### config.mk
export PLATFORM = sky130hd
export DESIGN_NAME = mips_multicycle_core
export DESIGN_NICKNAME = d
export VERILOG_FILES = /design/src/rtl/mips_multicycle_core.sv
export SDC_FILE = /design/constraint.sdc
export NUM_CORES = 2
export LEC_CHECK = 0
export CORE_UTILIZATION = 29
export DETAILED_ROUTE_END_ITERATION = 10
export PLACE_DENSITY = 0.54
export SETUP_SLACK_MARGIN = 0.5
export SYNTH_ARGS = -nofsm -noshare
export SYNTH_HDL_FRONTEND = slang
export SYNTH_SLANG_ARGS = --single-unit
export TNS_END_PERCENT = 100
### constraint.sdc
create_clock -name clk -period 3.8 [get_ports clk]
set_input_delay 1.14 -clock clk [delete_from_list [all_inputs] [get_ports clk]]
set_output_delay 1.14 -clock clk [all_outputs]
set_load 0.1 [all_outputs]
### src/rtl/mips_multicycle_core.sv
// Multi-cycle MIPS-subset core: FETCH/DECODE/EXEC/MEM/WB control FSM sharing one
// instruction/data memory port behind a req/ready handshake.
module mips_multicycle_core #(
   parameter logic [31:0] RESET_PC    = 32'h0000_0000,
   parameter int          NUM_REGS    = 32,
   parameter int          MEM_TIMEOUT = 0
) (
   input  logic        clk,
   input  logic        rst_n,
   output logic        mem_req,
   output logic        mem_we,
   output logic [31:0] mem_addr,
   output logic [31:0] mem_wdata,
   input  logic [31:0] mem_rdata,
   input  logic        mem_ready,
   output logic        instr_done,
   output logic        halted,
   output logic [31:0] pc_out
);

   localparam int         RW   = $clog2(NUM_REGS);
   localparam logic [5:0] NREG = 6'(NUM_REGS);

   localparam logic [2:0] S_FETCH  = 3'd0;
   localparam logic [2:0] S_DECODE = 3'd1;
   localparam logic [2:0] S_EXEC   = 3'd2;
   localparam logic [2:0] S_MEM    = 3'd3;
   localparam logic [2:0] S_WB     = 3'd4;
   localparam logic [2:0] S_HALT   = 3'd5;

   localparam logic [5:0] OP_RTYPE = 6'b000000;
   localparam logic [5:0] OP_LW    = 6'b100011;
   localparam logic [5:0] OP_SW    = 6'b101011;
   localparam logic [5:0] OP_BEQ   = 6'b000100;
   localparam logic [5:0] OP_BNE   = 6'b000101;
   localparam logic [5:0] OP_ADDI  = 6'b001000;
   localparam logic [5:0] OP_J     = 6'b000010;

   localparam logic [5:0] F_ADD = 6'b100000;
   localparam logic [5:0] F_SUB = 6'b100010;
   localparam logic [5:0] F_AND = 6'b100100;
   localparam logic [5:0] F_OR  = 6'b100101;
   localparam logic [5:0] F_SLT = 6'b101010;

   logic [2:0]  state;
   logic [31:0] pc, ir, a_reg, b_reg, alu_out, mdr, wait_cnt;
   logic [31:0] regs [NUM_REGS];

   logic [5:0]  opcode, funct;
   logic [4:0]  rs, rt, rd, wb_dst;
   logic [31:0] sext_imm, alu_r, addr_sum, exec_pc, wb_data;
   logic        is_rtype, is_lw, is_sw, is_beq, is_bne, is_addi, is_j, is_flow;
   logic        funct_ok, regs_ok, legal, taken, wait_expired, unused_bits;

   assign opcode      = ir[31:26];
   assign rs          = ir[25:21];
   assign rt          = ir[20:16];
   assign rd          = ir[15:11];
   assign funct       = ir[5:0];
   assign sext_imm    = {{16{ir[15]}}, ir[15:0]};
   assign unused_bits = ^ir[10:6];

   assign is_rtype = (opcode == OP_RTYPE);
   assign is_lw    = (opcode == OP_LW);
   assign is_sw    = (opcode == OP_SW);
   assign is_beq   = (opcode == OP_BEQ);
   assign is_bne   = (opcode == OP_BNE);
   assign is_addi  = (opcode == OP_ADDI);
   assign is_j     = (opcode == OP_J);
   assign is_flow  = is_beq | is_bne | is_j;

   always_comb begin
      funct_ok = 1'b0;
      alu_r    = a_reg + b_reg;
      case (funct)
         F_ADD: begin funct_ok = 1'b1; alu_r = a_reg + b_reg; end
         F_SUB: begin funct_ok = 1'b1; alu_r = a_reg - b_reg; end
         F_AND: begin funct_ok = 1'b1; alu_r = a_reg & b_reg; end
         F_OR:  begin funct_ok = 1'b1; alu_r = a_reg | b_reg; end
         F_SLT: begin funct_ok = 1'b1; alu_r = {31'd0, $signed(a_reg) < $signed(b_reg)}; end
         default: ;
      endcase
   end

   // Register fields are only meaningful for R/I formats; j carries a target there.
   assign regs_ok = ({1'b0, rs} < NREG) && ({1'b0, rt} < NREG) && (!is_rtype || ({1'b0, rd} < NREG));
   assign legal   = ((is_rtype && funct_ok) || is_lw || is_sw || is_beq || is_bne || is_addi || is_j)
                    && (is_j || regs_ok);

   assign addr_sum = a_reg + sext_imm;
   assign taken    = is_beq ? (a_reg == b_reg) : (a_reg != b_reg);
   assign exec_pc  = is_j ? {pc[31:28], ir[25:0], 2'b00} : (taken ? pc + {sext_imm[29:0], 2'b00} : pc);
   assign wb_dst   = is_rtype ? rd : rt;
   assign wb_data  = is_lw ? mdr : alu_out;

   assign wait_expired = (MEM_TIMEOUT > 0) && mem_req && !mem_ready && (wait_cnt == 32'(MEM_TIMEOUT - 1));

   assign instr_done = ((state == S_EXEC) && is_flow) || (state == S_WB)
                       || ((state == S_MEM) && is_sw && mem_req && mem_ready);
   assign pc_out     = pc;

   // Memory outputs are registered so they stay stable for the whole request.
   always_ff @(posedge clk or negedge rst_n) begin
      if (!rst_n) begin
         state     <= S_FETCH;
         pc        <= RESET_PC;
         ir        <= '0;
         a_reg     <= '0;
         b_reg     <= '0;
         alu_out   <= '0;
         mdr       <= '0;
         wait_cnt  <= '0;
         mem_req   <= 1'b0;
         mem_we    <= 1'b0;
         mem_addr  <= '0;
         mem_wdata <= '0;
         halted    <= 1'b0;
      end else begin
         wait_cnt <= (mem_req && !mem_ready) ? wait_cnt + 32'd1 : '0;
         case (state)
            S_FETCH: begin
               if (!mem_req) begin
                  mem_req  <= 1'b1;
                  mem_we   <= 1'b0;
                  mem_addr <= pc;
               end else if (mem_ready) begin
                  ir      <= mem_rdata;
                  pc      <= pc + 32'd4;
                  mem_req <= 1'b0;
                  state   <= S_DECODE;
               end else if (wait_expired) begin
                  mem_req <= 1'b0;
                  halted  <= 1'b1;
                  state   <= S_HALT;
               end
            end
            S_DECODE: begin
               if (!legal) begin
                  halted <= 1'b1;
                  state  <= S_HALT;
               end else begin
                  a_reg <= (rs == 5'd0) ? '0 : regs[rs[RW-1:0]];
                  b_reg <= (rt == 5'd0) ? '0 : regs[rt[RW-1:0]];
                  state <= S_EXEC;
               end
            end
            S_EXEC: begin
               if (is_flow) begin
                  pc       <= exec_pc;
                  mem_req  <= 1'b1;
                  mem_we   <= 1'b0;
                  mem_addr <= exec_pc;
                  state    <= S_FETCH;
               end else if (is_rtype) begin
                  alu_out <= alu_r;
                  state   <= S_WB;
               end else if (is_addi) begin
                  alu_out <= addr_sum;
                  state   <= S_WB;
               end else begin
                  alu_out <= addr_sum;
                  if (addr_sum[1:0] != 2'b00) begin
                     halted <= 1'b1;
                     state  <= S_HALT;
                  end else begin
                     mem_req   <= 1'b1;
                     mem_we    <= is_sw;
                     mem_addr  <= addr_sum;
                     mem_wdata <= is_sw ? b_reg : '0;
                     state     <= S_MEM;
                  end
               end
            end
            S_MEM: begin
               if (mem_ready) begin
                  if (is_sw) begin
                     mem_req  <= 1'b1;
                     mem_we   <= 1'b0;
                     mem_addr <= pc;
                     state    <= S_FETCH;
                  end else begin
                     mdr     <= mem_rdata;
                     mem_req <= 1'b0;
                     state   <= S_WB;
                  end
               end else if (wait_expired) begin
                  mem_req <= 1'b0;
                  mem_we  <= 1'b0;
                  halted  <= 1'b1;
                  state   <= S_HALT;
               end
            end
            S_WB: begin
               mem_req  <= 1'b1;
               mem_we   <= 1'b0;
               mem_addr <= pc;
               state    <= S_FETCH;
            end
            S_HALT: ;
            default: begin
               mem_req <= 1'b0;
               halted  <= 1'b1;
               state   <= S_HALT;
            end
         endcase
      end
   end

   // Register file; index 0 is never written so it always reads as zero.
   always_ff @(posedge clk or negedge rst_n) begin
      if (!rst_n) begin
         for (int i = 0; i < NUM_REGS; i++) regs[i] <= '0;
      end else if (state == S_WB && wb_dst != 5'd0) begin
         regs[wb_dst[RW-1:0]] <= wb_data;
      end
   end

endmodule

# Word-level counts from Yosys, hierarchy flattened
# Cells that the tools add are included.
[word_totals]
reg_bits = 1286
latchBits = 0
ram_bits = 0
rom_bits = 0
in_bits = 35
out_inout_bits = 100
word_cells = 202
memories = 0
[classes]
add_sub_neg = 5
multipliers = 0
div_mod_pow = 0
n_lt_le_gt_ge = 5
n_eq_ne = 32
shift = 0
muxes = 65
n_bitwise = 15
n_reduce_logical = 36
[ops]
columns = ["operator", "count"]
rows = [
  ["bitwise mux 1024 bit", 1],
  ["2-to-1 mux 32 bit", 22],
  ["binary-select mux 32 bit (select 5 bit)", 2],
  ["one-hot mux 32 bit (4 select lines)", 2],
  ["demux 32 bit (select 5 bit)", 1],
  ["adder 32 bit", 3],
  ["one-hot mux 32 bit (2 select lines)", 1],
  ["== test 6 bit, second input constant", 7],
  ["adder 32 x 3 -> 32 bit, second input constant", 1],
  ["bitwise AND 32 bit", 1],
  ["== test 32 bit", 1],
  ["less-than comparator 32 bit", 1],
  ["!= test 32 bit", 1],
  ["bitwise OR 32 bit", 1],
  ["subtractor 32 bit", 1],
  ["2-to-1 mux 3 bit", 9],
  ["2-to-1 mux 1 bit", 22],
  ["!= test 2 bit, second input constant", 10],
  ["greater-or-equal comparator 6 bit, second input constant", 3],
  ["NOT 5 -> 6 bit", 3],
  ["one-hot mux 3 bit (6 select lines)", 1],
  ["== test 6 x 3 -> 1 bit, second input constant", 2],
  ["logical NOT 5 bit", 2],
  ["AND reduction 5 bit", 2],
  ["29 further kinds", 58],
]

# Logic depth before layout (Yosys ltp)
[depth]
depth_word = 12
depth_mapped = 14
mapped_depth_nobuf = 14

# Worst setup path before layout
# OpenSTA, ideal clock, no wires.
[synth_timing]
path_type = "flip-flop to output port"
start = "reg ir[30]"
end = "out instr_done"
arrival_time_ps = 3539
required_time_ps = 2660
path_slack_ps = -879
path_stages_with_launch = 7
n_path_buf = 1
path_cell_list = "dfrtp_1 -> nor3_1 -> o21ai_1 -> clkbuf_1 -> nor2_1 -> a41oi_1 -> o21ai_0"
[synth_via]
elab_chain_len = 6
[synth_lines]
columns = ["item", "line", "rtl"]
rows = [
  ["start: declaration", "46", "logic [31:0] pc, ir, a_reg, b_reg, alu_out, mdr, wait_cnt;"],
  ["start signal: assignment", "127", "ir <= mem_rdata;"],
  ["== test 6 x 3 -> 1 bit (on tied branches)", "66, 67", ""],
  ["bitwise OR 1 bit (2 in a row)", "70", "assign is_flow = is_beq | is_bne | is_j;"],
  ["logical AND 1 bit", "98", "assign instr_done = ((state == S_EXEC) && is_flow) || (state == S_WB)"],
  ["logical OR 1 bit", "98", ""],
  ["logical OR 1 bit *", "99", "|| ((state == S_MEM) && is_sw && mem_req && mem_ready);"],
  ["end: declaration", "16", "output logic instr_done,"],
]
# Every way passes the cells marked *; elsewhere a longest branch is shown, timed or not.

# Worst setup path after layout
[layout_timing]
start = "reg ir[28]"
end = "out instr_done"
# Same word-level chain as after synthesis.

==> impl_metrics.env <==
export IMPL_run_status="finished, final reports clean"
export IMPL_placement_setup_worst_slack_ns=0.00399
export IMPL_netlist_area_leader_share=0.452
export IMPL_rsz0062_at_grt="true"
export IMPL_drt_first_iter_violations=5479
export IMPL_synthTopCellsByArea="sky130_fd_sc_hd__dfrtp_1 45%, sky130_fd_sc_hd__mux4_2 20%, sky130_fd_sc_hd__a21oi_1 5.2%"
export IMPL_core_sq_mm=0.244
export IMPL_clock_fmax_ghz=0.285
export IMPL_final_setup_skew_ns=0.0311
export IMPL_setup_slack_ns=0.285
export IMPL_design_die_area_sq_mm=0.248
export IMPL_synth_avg_cell_area_sq_um=10.6
export IMPL_fin_crit_ns=3.51
export IMPL_mappedNetlistArea_sq_mm=0.0712
export IMPL_cp_arrival_ns=2.37
export IMPL_flip_flop_count_of_the_largest_register_all_copies_and_words_added=1024
export IMPL_tritoncts="built"
export IMPL_drv_slew=0
export IMPL_die_w_um=497
export IMPL_port_buffer_count=134
export IMPL_power_density_cell_area_mw_per_mm2=336
export IMPL_worst_endpoint_required_ns=2.66
export IMPL_yosys_warnings=0
export IMPL_critical_path_max_fanout=4
export IMPL_h_tree_depth=4
export IMPL_fin_crit_sh=0.925
export IMPL_final_hold_violation_count=0
export IMPL_wl_mm=262
export IMPL_clk_root_buffer_cell="sky130_fd_sc_hd__clkbuf_16"
export IMPL_max_cap_violations=0
export IMPL_syn_inst=6741
export IMPL_drt_vias_per_instance=5.57
export IMPL_largest_register="regs"
export IMPL_num_antenna_cells=0
export IMPL_synth_edff_count=0
export IMPL_leakagePower_uw=0.0352
export IMPL_timing_slew_headroom=0.269
export IMPL_pin_count_of_the_biggest_net_entering_global_routing=125
export IMPL_wire_per_inst_um=25.9
export IMPL_synth_area_leader_cell="sky130_fd_sc_hd__dfrtp_1"
export IMPL_max_vdd_ir_drop_uv=270
export IMPL_grt_antenna_before_repair=7
export IMPL_grt_overflow=0
export IMPL_grt_pass1_wl_mm=387
export IMPL_design_area_sq_mm=0.0856
export IMPL_fp_dieH_um=497
export IMPL_hold_path_class="in -> async"
export IMPL_route_detailed_drc=0
export IMPL_async_reset_ff_frac=1.00
export IMPL_dpl_hpwl_mm=169
export IMPL_via_count=56491
export IMPL_drive_gt1_frac=0.258
export IMPL_clk_pin_slew_worst_setup_hold_paths_ns=0.06
export IMPL_io_pin_count=135
export IMPL_synth_fp_nets=6937
export IMPL_clock_path_buffers=3
export IMPL_placement_rows=181
export IMPL_grt_usage=0.209
export IMPL_cts_inserted_buffers=143
export IMPL_cts_num_sinks=1286
export IMPL_placed_cell_area_sq_mm=0.0785
export IMPL_cts_hold_buffers=0
export IMPL_ys_flop_type="sky130_fd_sc_hd__dfrtp_1"
export IMPL_num_nets_final=7025
export IMPL_synth_seq_cells=1286
export IMPL_synth_yosys_seq_area_share=0.452
export IMPL_critPathCaptureType="primary output"
export IMPL_routed_antenna_nets=0
export IMPL_place_gp_congestion=0.934
export IMPL_grt_pass1_vias=55769
export IMPL_syn2layout_area_growth_pct=20.2
export IMPL_max_slew_worst_pin_slew_ns=1.07
export IMPL_start_kind="flop"
export IMPL_clk_insertion_delay_late_ns=0.83
export IMPL_setup_violations_final=0
export IMPL_initial_utilization=0.292
export IMPL_fin_setup_tns_ns=0
export IMPL_synth_distinct_cells=86
export IMPL_critical_path_class="reg -> out"
export IMPL_detailedRoute_firstPassIterationCount=6
-- cell usage after synthesis (19+ instances only) --
| master | count |
|---|---|
| sky130_fd_sc_hd__a21o_1 | 41 |
| sky130_fd_sc_hd__a21oi_1 | 746 |
| sky130_fd_sc_hd__a221oi_1 | 34 |
| sky130_fd_sc_hd__a31oi_1 | 29 |
| sky130_fd_sc_hd__and3_1 | 20 |
| sky130_fd_sc_hd__buf_1 | 62 |
| sky130_fd_sc_hd__clkbuf_1 | 549 |
| sky130_fd_sc_hd__dfrtp_1 | 1286 |
| sky130_fd_sc_hd__ha_1 | 157 |
| sky130_fd_sc_hd__inv_1 | 120 |
| sky130_fd_sc_hd__mux2_2 | 32 |
| sky130_fd_sc_hd__mux2i_1 | 106 |
| sky130_fd_sc_hd__mux4_2 | 640 |
| sky130_fd_sc_hd__nand2_1 | 893 |
| sky130_fd_sc_hd__nand2b_1 | 20 |
| sky130_fd_sc_hd__nand3_1 | 102 |
| sky130_fd_sc_hd__nor2_1 | 744 |
| sky130_fd_sc_hd__nor3_1 | 40 |
| sky130_fd_sc_hd__o211ai_1 | 22 |
| sky130_fd_sc_hd__o21a_1 | 19 |
| sky130_fd_sc_hd__o21ai_0 | 661 |
| sky130_fd_sc_hd__o21ai_1 | 46 |
| sky130_fd_sc_hd__o21bai_1 | 32 |
| sky130_fd_sc_hd__o221ai_1 | 19 |
| sky130_fd_sc_hd__o31ai_1 | 21 |
| sky130_fd_sc_hd__xnor2_1 | 40 |
| sky130_fd_sc_hd__xor2_1 | 24 |
-- area by class of cell --
class / instances / area [sq um]
fill: 24100 / 158000
multi-input combinational: 4707 / 38100
sequential: 1286 / 32300
timing repair buffer: 569 / 5780
clock buffer: 208 / 4200
tap: 3202 / 4010
clock inverter: 49 / 729
inverter: 122 / 469
-- cell usage in the layout, fill, tap and decap left out, types with 29 or more instances in the layout --
cell and count:
sky130_fd_sc_hd__dfrtp_1 1250, sky130_fd_sc_hd__mux2i_1 71, sky130_fd_sc_hd__clkbuf_8 37, sky130_fd_sc_hd__o21ai_0 635, sky130_fd_sc_hd__buf_4 411, sky130_fd_sc_hd__nand2_1 866, sky130_fd_sc_hd__clkdlybuf4s50_1 33, sky130_fd_sc_hd__a21o_1 41
sky130_fd_sc_hd__o21ai_1 45, sky130_fd_sc_hd__a21oi_1 714, sky130_fd_sc_hd__inv_1 109, sky130_fd_sc_hd__clkbuf_16 145, sky130_fd_sc_hd__o21bai_1 29, sky130_fd_sc_hd__mux4_2 640, sky130_fd_sc_hd__xnor2_1 38, sky130_fd_sc_hd__mux2i_2 30
sky130_fd_sc_hd__nand3_1 88, sky130_fd_sc_hd__nor2_1 715, sky130_fd_sc_hd__buf_12 100, sky130_fd_sc_hd__ha_1 134, sky130_fd_sc_hd__mux2_2 32
-- metal layers --
metal  track usage  share of wire  vias up
li1              -              -    24595
met1         0.285           0.42    29033
met2         0.330           0.47     2361
met3        0.0371          0.076      498
met4        0.0785          0.039        4
met5             0       0.000095        -
-- power breakdown --
part | leakage, uW | total [uW] | internal, uW | switching, uW
sequential | 0.0178 | 13700 | 13700 | 0
combinational | 0.0150 | 384 | 71.8 | 312
clock | 0.00240 | 14600 | 8450 | 6190
total | 0.0352 | 28700 | 22200 | 6500
-- repair_timing --
| item | 4_1_cts | 5_1_grt |
|---|---|---|
| hold endpoints to repair | 0 | 0 |
| endpoints found under the setup margin | 247 | 446 |
| cloned | 4 | 1 |
| gates resized for setup | 141 | 217 |
| setup buffers | 27 | 28 |
| pin swaps | 72 | 136 |
-- worst max-delay path: stages (launching register included) --
cell                       delay [ns]
sky130_fd_sc_hd__dfrtp_2         0.44
sky130_fd_sc_hd__nand4b_1        0.26
sky130_fd_sc_hd__nor3b_4         0.30
sky130_fd_sc_hd__a41oi_2         0.17
sky130_fd_sc_hd__o21ai_4         0.19
sky130_fd_sc_hd__buf_12          0.19
-- per-stage QoR --
step	hold slack (ns)	std cells	power (uW)	util
floorplan	0.441	6741	13900	-
detailed placement	0.382	9826	14300	0.322
CTS	0.216	10114	29000	0.346
global route	0.237	10143	29600	0.351
global placement	0.376	9826	14300	0.322
finish	0.247	10143	28700	0.351
-- kinds of logic (layout without fill, tap and decap cells) --
family,Yosys count,in the layout,synth area share
AOI/OAI and AO/OA,1788,1788,0.140
xor gates and xnor gates,65,65,0.00810
adders and majority gates,161,161,0.0287
buffers and inverters,749,948,0.0399
DFF,1286,1286,0.452
muxes,778,778,0.222
and+or+nand+nor,1914,1915,0.109
-- path summary, 6_finish.rpt --
path	startpoint	to	slack [ns]	depth (start not counted)
min in group clk	regs[1011]$_DFFE_PN0P_	regs[1011]$_DFFE_PN0P_	0.40	0
worst max-delay path	ir[28]$_DFFE_PN0P_	instr_done	0.29	5
worst max register to register	b_reg[25]$_DFFE_PN0N_	mem_addr[24]$_DFFE_PN0P_	0.30	13
worst min-delay path	rst_n	regs[755]$_DFFE_PN0P_	0.25	1
worst min register to register	regs[1011]$_DFFE_PN0P_	regs[1011]$_DFFE_PN0P_	0.40	0
max in group asynchronous	rst_n	regs[967]$_DFFE_PN0P_	2.44	2
Power figures use the tool's default switching activity.
